===== src/rtl/pc_redirect_if.sv =====
// Branch-unit / hazard-unit / fetch-address bundle for the PC redirect controller.
// The master side is the pipeline (drives resolutions and stalls); the slave side is the controller.
interface pc_redirect_if #(
  parameter int unsigned PC_W = 9
);
  logic            Stall;
  logic            Ex_Valid;
  logic            PcSel;
  logic [31:0]     BrPC;
  logic [PC_W-1:0] PC;
  logic            Flush_IF_ID;
  logic            Flush_ID_EX;
  logic            Redirect_Busy;
  logic            Misalign_Err;
  logic            Range_Err;
  logic [15:0]     Redirect_Count;

  modport master (
    output Stall, Ex_Valid, PcSel, BrPC,
    input  PC, Flush_IF_ID, Flush_ID_EX, Redirect_Busy,
           Misalign_Err, Range_Err, Redirect_Count
  );

  modport slave (
    input  Stall, Ex_Valid, PcSel, BrPC,
    output PC, Flush_IF_ID, Flush_ID_EX, Redirect_Busy,
           Misalign_Err, Range_Err, Redirect_Count
  );
endinterface


===== src/rtl/pc_redirect_ctrl.sv =====
// Fetch PC owner and control-flow redirect sequencer.
//
// state   | meaning
// --------+---------------------------------------------------------------
// IDLE    | normal fetch; a live taken resolution is applied or parked
// PENDING | a redirect arrived under stall; target held until stall drops
// SHADOW  | redirect applied; wrong-path EX resolutions ignored while the
//         | flushed bubbles drain (SHADOW_CYC unstalled cycles)
module pc_redirect_ctrl #(
  parameter int unsigned     PC_W       = 9,
  parameter logic [PC_W-1:0] RESET_PC   = '0,
  parameter int unsigned     SHADOW_CYC = 2
) (
  input  logic           clk,
  input  logic           reset,
  pc_redirect_if.slave   bus
);

  typedef enum logic [1:0] {
    IDLE    = 2'd0,
    PENDING = 2'd1,
    SHADOW  = 2'd2
  } state_e;

  state_e          state_q;
  logic [PC_W-1:0] pc_q;
  logic [31:0]     pend_q;
  logic [1:0]      sh_cnt_q;
  logic [15:0]     redirect_count_q;
  logic            misalign_q;
  logic            range_q;

  logic            req;
  logic            apply;
  logic [31:0]     target;

  // Decide whether this cycle applies a redirect and which target it uses;
  // a live request in PENDING supersedes the parked target.
  always_comb begin
    req    = bus.Ex_Valid && bus.PcSel && (state_q != SHADOW);
    apply  = 1'b0;
    target = bus.BrPC;
    if (!bus.Stall) begin
      if (state_q == IDLE && req) apply = 1'b1;
      if (state_q == PENDING)     apply = 1'b1;
    end
    if (state_q == PENDING && !req) target = pend_q;
  end

  // PC, FSM, pending target, shadow timer, redirect counter and error pulses.
  always_ff @(posedge clk) begin
    if (reset) begin
      state_q          <= IDLE;
      pc_q             <= RESET_PC;
      pend_q           <= '0;
      sh_cnt_q         <= '0;
      redirect_count_q <= '0;
      misalign_q       <= 1'b0;
      range_q          <= 1'b0;
    end else begin
      misalign_q <= 1'b0;
      range_q    <= 1'b0;
      if (apply) begin
        // Low two bits are dropped and upper bits truncated; the error
        // pulses only report it, fetch continues at the truncated address.
        pc_q       <= {target[PC_W-1:2], 2'b00};
        state_q    <= SHADOW;
        sh_cnt_q   <= 2'(SHADOW_CYC);
        misalign_q <= |target[1:0];
        range_q    <= |target[31:PC_W];
        if (redirect_count_q != 16'hFFFF)
          redirect_count_q <= redirect_count_q + 16'd1;
      end else begin
        case (state_q)
          IDLE: begin
            if (req) begin
              pend_q  <= bus.BrPC;
              state_q <= PENDING;
            end else if (!bus.Stall) begin
              pc_q <= pc_q + PC_W'(4);
            end
          end
          PENDING: begin
            if (req) pend_q <= bus.BrPC;
          end
          SHADOW: begin
            if (!bus.Stall) begin
              pc_q     <= pc_q + PC_W'(4);
              sh_cnt_q <= sh_cnt_q - 2'd1;
              if (sh_cnt_q <= 2'd1) state_q <= IDLE;
            end
          end
          default: state_q <= IDLE;
        endcase
      end
    end
  end

  // Every 1-bit output is forced low during reset, even before the first
  // reset edge has cleared the registers behind it.
  always_comb begin
    bus.PC             = pc_q;
    bus.Flush_IF_ID    = apply && !reset;
    bus.Flush_ID_EX    = apply && !reset;
    bus.Redirect_Busy  = (state_q != IDLE) && !reset;
    bus.Misalign_Err   = misalign_q && !reset;
    bus.Range_Err      = range_q && !reset;
    bus.Redirect_Count = redirect_count_q;
  end

endmodule


===== src/flat_wrapper.sv =====
// flat-port wrapper written by rule: the top's interface ports become plain ports
module pc_redirect_ctrl_flat 
#(
  parameter int unsigned     PC_W       = 9,
  parameter logic [PC_W-1:0] RESET_PC   = '0,
  parameter int unsigned     SHADOW_CYC = 2
)
  (clk, reset, bus_Stall, bus_Ex_Valid, bus_PcSel, bus_BrPC, bus_PC, bus_Flush_IF_ID, bus_Flush_ID_EX, bus_Redirect_Busy, bus_Misalign_Err, bus_Range_Err, bus_Redirect_Count);
  pc_redirect_if #(.PC_W(PC_W)) bus_i ();
  input  logic clk;
  input  logic reset;
  input wire logic [$bits(bus_i.Stall)-1:0] bus_Stall;
  input wire logic [$bits(bus_i.Ex_Valid)-1:0] bus_Ex_Valid;
  input wire logic [$bits(bus_i.PcSel)-1:0] bus_PcSel;
  input wire logic [$bits(bus_i.BrPC)-1:0] bus_BrPC;
  output wire logic [$bits(bus_i.PC)-1:0] bus_PC;
  output wire logic [$bits(bus_i.Flush_IF_ID)-1:0] bus_Flush_IF_ID;
  output wire logic [$bits(bus_i.Flush_ID_EX)-1:0] bus_Flush_ID_EX;
  output wire logic [$bits(bus_i.Redirect_Busy)-1:0] bus_Redirect_Busy;
  output wire logic [$bits(bus_i.Misalign_Err)-1:0] bus_Misalign_Err;
  output wire logic [$bits(bus_i.Range_Err)-1:0] bus_Range_Err;
  output wire logic [$bits(bus_i.Redirect_Count)-1:0] bus_Redirect_Count;
  assign bus_i.Stall = bus_Stall;
  assign bus_i.Ex_Valid = bus_Ex_Valid;
  assign bus_i.PcSel = bus_PcSel;
  assign bus_i.BrPC = bus_BrPC;
  assign bus_PC = bus_i.PC;
  assign bus_Flush_IF_ID = bus_i.Flush_IF_ID;
  assign bus_Flush_ID_EX = bus_i.Flush_ID_EX;
  assign bus_Redirect_Busy = bus_i.Redirect_Busy;
  assign bus_Misalign_Err = bus_i.Misalign_Err;
  assign bus_Range_Err = bus_i.Range_Err;
  assign bus_Redirect_Count = bus_i.Redirect_Count;
  pc_redirect_ctrl #(.PC_W(PC_W), .RESET_PC(RESET_PC), .SHADOW_CYC(SHADOW_CYC)) u_core (.clk(clk), .reset(reset), .bus(bus_i));
endmodule

===== config.mk =====
export PLATFORM = sky130hd
export DESIGN_NAME = pc_redirect_ctrl_flat
export DESIGN_NICKNAME = d
export VERILOG_FILES = /design/src/rtl/pc_redirect_if.sv /design/src/rtl/pc_redirect_ctrl.sv /design/src/flat_wrapper.sv
export SDC_FILE = /design/constraint.sdc
export NUM_CORES = 1
export LEC_CHECK = 0
export BUFFER_PORTS_ARGS = -buffer_cell sky130_fd_sc_hd__buf_4
export CAP_MARGIN = 40
export CORE_MARGIN = 8
export CORE_UTILIZATION = 58
export CTS_BUF_LIST = sky130_fd_sc_hd__clkbuf_8 sky130_fd_sc_hd__clkbuf_16
export DETAILED_ROUTE_END_ITERATION = 10
export HOLD_SLACK_MARGIN = 0.06
export PLACE_DENSITY = 0.95
export SYNTH_ARGS = -nofsm -noshare
export SYNTH_HDL_FRONTEND = slang
export SYNTH_SLANG_ARGS = --single-unit

===== constraint.sdc =====
create_clock -name clk -period 3.8 [get_ports clk]
set_input_delay 0.76 -clock clk [delete_from_list [all_inputs] [get_ports clk]]
set_output_delay 0.76 -clock clk [all_outputs]
set_load 0.03 [all_outputs]

After elaboration in Yosys (flattened, before gate mapping)
Index checks and enable logic that the tools add are counted.
{"block": "word_totals", "n_memories": 0, "regBits": 63, "mem_bits_rw": 0, "latchBits": 0, "mem_bits_ro": 0, "inputBits": 37}
{"block": "classes", "shifts": 0, "n_reduce_logical": 28, "n_mul": 0, "n_lt_le_gt_ge": 1, "n_mux": 16, "n_div": 0, "n_addsub": 3, "n_bitwise": 3, "eq_ne": 14}
{"operator": "2-to-1 mux 32 bit", "count": 1}
{"operator": "2-to-1 mux 9 bit", "count": 3}
{"operator": "OR reduction 23 bit", "count": 1}
{"operator": "one-hot mux 9 bit (2 select lines)", "count": 1}
{"operator": "adder 16 x 1 -> 16 bit (second input constant)", "count": 1}
{"operator": "inequality test 16 bit (second input constant)", "count": 1}
{"operator": "2-to-1 mux 2 bit", "count": 7}
{"operator": "AND reduction 2 bit", "count": 5}
{"operator": "adder 9 x 3 -> 9 bit (second input constant)", "count": 1}
{"operator": "logical AND 1 bit", "count": 8}
{"operator": "inequality test 2 x 1 -> 1 bit (second input constant)", "count": 4}
{"operator": "AND reduction 4 bit", "count": 2}
{"operator": "OR reduction 2 bit", "count": 4}
{"operator": "inequality test 2 bit (second input constant)", "count": 3}
{"operator": "inequality test 3 x 1 -> 1 bit (second input constant)", "count": 2}
{"operator": "one-hot mux 2 bit (3 select lines)", "count": 1}
{"operator": "nonzero test 2 bit", "count": 3}
{"operator": "2-to-1 mux 1 bit", "count": 3}
{"operator": "inequality test 3 x 2 -> 1 bit (second input constant)", "count": 1}
{"operator": "inequality test 3 bit (second input constant)", "count": 1}
{"operator": "NOT 1 bit", "count": 3}
{"operator": "AND reduction 3 bit", "count": 1}
{"operator": "nonzero test 3 bit", "count": 1}
{"operator": "== test 2 x 1 -> 1 bit (second input constant)", "count": 1}
{"operator": "5 further kinds", "count": 6}

Logic depth before layout (Yosys ltp)
{"block": "depth", "ltp_word": 8, "depth_mapped": 6}

Least setup slack after synthesis
No wires, ideal clock.
{"block": "synth_timing", "path_type": "input -> output", "from": "input bus_Stall", "to": "output bus_Flush_IF_ID", "stages": 6, "t_arrival_ns": 2.105, "slack_ns": 0.935, "path_buffers": 3, "required_time_ns": 3.040, "path_cell_list": "buf_2 nor2_2 nand2_2 clkbuf_1 nor2_1 buf_4"}
{"block": "synth_between", "elab_chain_cells": 2}
{"element": "start: declaration", "line": "flat_wrapper.sv:12", "text": "input wire logic [$bits(bus_i.Stall)-1:0] bus_Stall;"}
{"element": "2-to-1 mux 1 bit", "line": "pc_redirect_ctrl.sv:43", "text": "if (!bus.Stall) begin"}
{"element": "logical AND 1 bit"}
{"element": "end: declaration", "line": "flat_wrapper.sv:17", "text": "output wire logic [$bits(bus_i.Flush_IF_ID)-1:0] bus_Flush_IF_ID;"}
Every way passes these cells.

Final worst setup path
{"block": "layout_timing", "from": "input bus_Stall", "to": "output bus_Flush_ID_EX"}
{"block": "layout_between", "elab_chain_cells": 2}
{"element": "2-to-1 mux 1 bit", "line": "pc_redirect_ctrl.sv:43"}
{"element": "logical AND 1 bit", "line": "pc_redirect_ctrl.sv:104", "text": "bus.Flush_ID_EX = apply && !reset;"}
{"element": "end: declaration", "line": "flat_wrapper.sv:18", "text": "output wire logic [$bits(bus_i.Flush_ID_EX)-1:0] bus_Flush_ID_EX;"}
Every way passes these cells.

==> results.toml <==
[outcome]
outcome = "finished, final reports clean"

[logic_synthesis]
synth_edf_count = 0
ys_seq_area_frac = 0.4198
synth_cell_types = 52
synth_seq_cells = 61
netlist_instances = 361
yosysTopAreaCell = "dfxtp_1"
syn_area_sq_um = 2909
synth_common_cells = "nand2_1 (74), dfxtp_1 (61), a21oi_1 (50), nor2_1 (14), clkbuf_1 (13)"
synthTopCellsByArea = "dfxtp_1 (42%), nand2_1 (9.5%), a21oi_1 (8.6%)"
synthArstFlopShare = 0
yosysWarnings = 0
yosysTopAreaCellShare = 0.4198
synth.most_common_cell = "nand2_1"
syn_area_per_cell_sq_um = 8.058
synthFlopType = "dfxtp_1"

[detailed_routing]
drt_wl_total_um = 7391
vias = 2861
routed_via_density = 5.827
wire_per_inst_um = 15.05
drtPass1Iterations = 4
drc = 0
drt_iter0_drc = 209
ant_nets = 0

[global_routing]
grt_antenna_before_repair = 0
grt_use_total = 0.2054
grt_max_degree = 51
overflow = 0
grt_pass1_vias = 2671
grt_pass1_wl_um = 12430

[critical_path]
r2r_end = "u_core.bus.Redirect_Count[6]$_SDFFE_PP0P_"
cp.arrival_ps = 1740
cp_data_required_time_ps = 3040
critical_path_class = "primary input to output port"
reg2reg_slack_ps = 1500
crit_fanout = 18
critPathCaptureType = "output port"
rr_worst_depth = 5
worstReg2RegStart = "u_core.bus.Redirect_Count[0]$_SDFFE_PP0P_"
cp-start-kind = "primary input"

[final_layout]
final_cells = 491
drive_above_1_share = 0.2193
fin_nets = 459
n_antenna_cell = 0
nFillCells = 382
final_area_sq_um = 3645
area_growth_pct = 25.29

[clock_network]
numCtsBuffers = 9
ctsHoldBuffers = 0
cts_tree = "built"
clockBufferDepth = 2
cts_setup_buffers = 0
htree_levels = 3
worstSkewPairLatency_ps = 340
cts.sinks = 61
cts_root_buf = "clkbuf_8"
cts_resized = 0
path_clk_slew_ps = 60

[floorplan]
dieArea_sq_um = 7538
pin_count = 67
design.core.area_sq_um = 4786
die_x_um = 86.82
rows = 25
start_util = 0.6078
fp.dieH_um = 86.82

[power]
power_density_nw_per_um2 = 425.2
ir_drop_mv = 0.2484
cellLeakagePower_nw = 1.441

[sta]
setup_slack_ps = 1304
finalSetupViolations = 0
fin_crit_ps = 2496
tightest_slew_ps = 670.4
hold_ws_ps = 451.3
rsz0062_at_grt = "no"
relSlewSlack = 0.5497
slew_viol_final = 0
finalHoldViolCount = 0
fin_crit_sh = 0.6569
fmax_ghz = 0.4006
fin_worst_skew_ps = 6.004
setup_tns_ps = 0

[place]
placed_area_sq_um = 3405
place.gp.congestion = 0.8905
dp_hpwl_um = 5244
pre_cts_ws_ps = 1325
portBuffers = 64
placed_cells = 475

[min_path]
whs_endpoint = "u_core.pend_q[2]$_SDFFE_PP0P_"
min-delay-start = "u_core.pend_q[2]$_SDFFE_PP0P_"
min_path_cells = 2
worstHoldPathType = "register to register"

[flow_run]
maxCapViolCount = 0
-- worst max path at each step --
stage / from / endpoint / slack [ps] / depth (start not counted)
4_1_cts: bus_Stall / bus_Flush_ID_EX / 1310 / 5
2_1_floorplan: bus_Stall / bus_Flush_IF_ID / 940 / 6
3_5_place_dp: bus_Stall / bus_Flush_ID_EX / 1330 / 5
3_3_place_gp: bus_Stall / bus_Flush_IF_ID / 1350 / 5
6_report: bus_Stall / bus_Flush_ID_EX / 1300 / 5
5_1_grt: bus_Stall / bus_Flush_ID_EX / 1180 / 5
-- power breakdown --
group          internal, mW  total, mW  switching (mW)
Clock                 0.448      0.690           0.243
Sequential            0.662      0.682          0.0206
Combinational        0.0738      0.178           0.104
-- stage by stage --
step,util,total power [mW]
after floorplan,-,0.8023
after global placement,0.7114,0.8669
after detailed placement,0.7114,0.8722
after CTS,0.7616,1.554
after global routing,0.7616,1.603
final,0.7616,1.550
-- cells by family (layout without fill, tap and decap cells) --
kind of cell               count (synthesis)  after routing  synth area share
xor gates and xnor gates                   1              1          0.003011
other                                      1              2          0.001289
DFF                                       61             61            0.4198
AOI/OAI and AO/OA                         92             92            0.1931
buffers and inverters                     25             87           0.04000
adders and majority gates                  3              3           0.01290
and+or+nand+nor                          172            172            0.3080
muxes                                      6              6           0.02194
-- layout by cell type, fill, tap and decap left out, types with 3 or more instances in the layout --
cell type and instances:
bufinv_16 3, or3_1 3, nand2_1 74, nor2_1 14, a211oi_1 6, nor3_1 12, nor4_1 12, clkbuf_8 10
dfxtp_1 61, o21ai_0 9, a21boi_0 4, ha_1 3, and4_1 5, or4_1 6, nand3_1 10, a31oi_1 3
o31ai_1 7, inv_1 6, a21oi_1 50, buf_4 67, mux2i_1 3, a21o_1 3, nand4_1 8, nor2b_1 6
and3_1 9
-- worst max-delay path: stages --
cell	delay [ps]
buf_4	150
nor2_2	160
nand2_2	230
nor2_1	230
buf_4	200
-- registers in the layout (all words and copies together) (netlist names) --
| register | cells |
|---|---|
| u_core.range_q | 1 |
| u_core.pend_q | 32 |
| u_core.bus.PC | 7 |
| u_core.state_q | 2 |
| u_core.sh_cnt_q | 2 |
| u_core.bus.Redirect_Count | 16 |
| u_core.misalign_q | 1 |
-- area by class of cell --
cell class	instances	area, sq um	share of cell area
clock inverter	6	102.6	0.02815
inverter	4	15.01	0.004119
sequential	61	1221	0.3350
multi-input combinational	276	1582	0.4339
timing repair buffer	67	503.0	0.1380
clock buffer	10	137.6	0.03776
tap	67	83.83	0.02300
-- layer usage --
metal  vias up  global-route usage  wire length, um
met5         -                   0                0
met3        18             0.04915              409
met2        89              0.3282             3591
li1       1436                   -                -
met4         0              0.1221              205
met1      1318              0.2438             3185
Power figures use the tool's default switching activity.
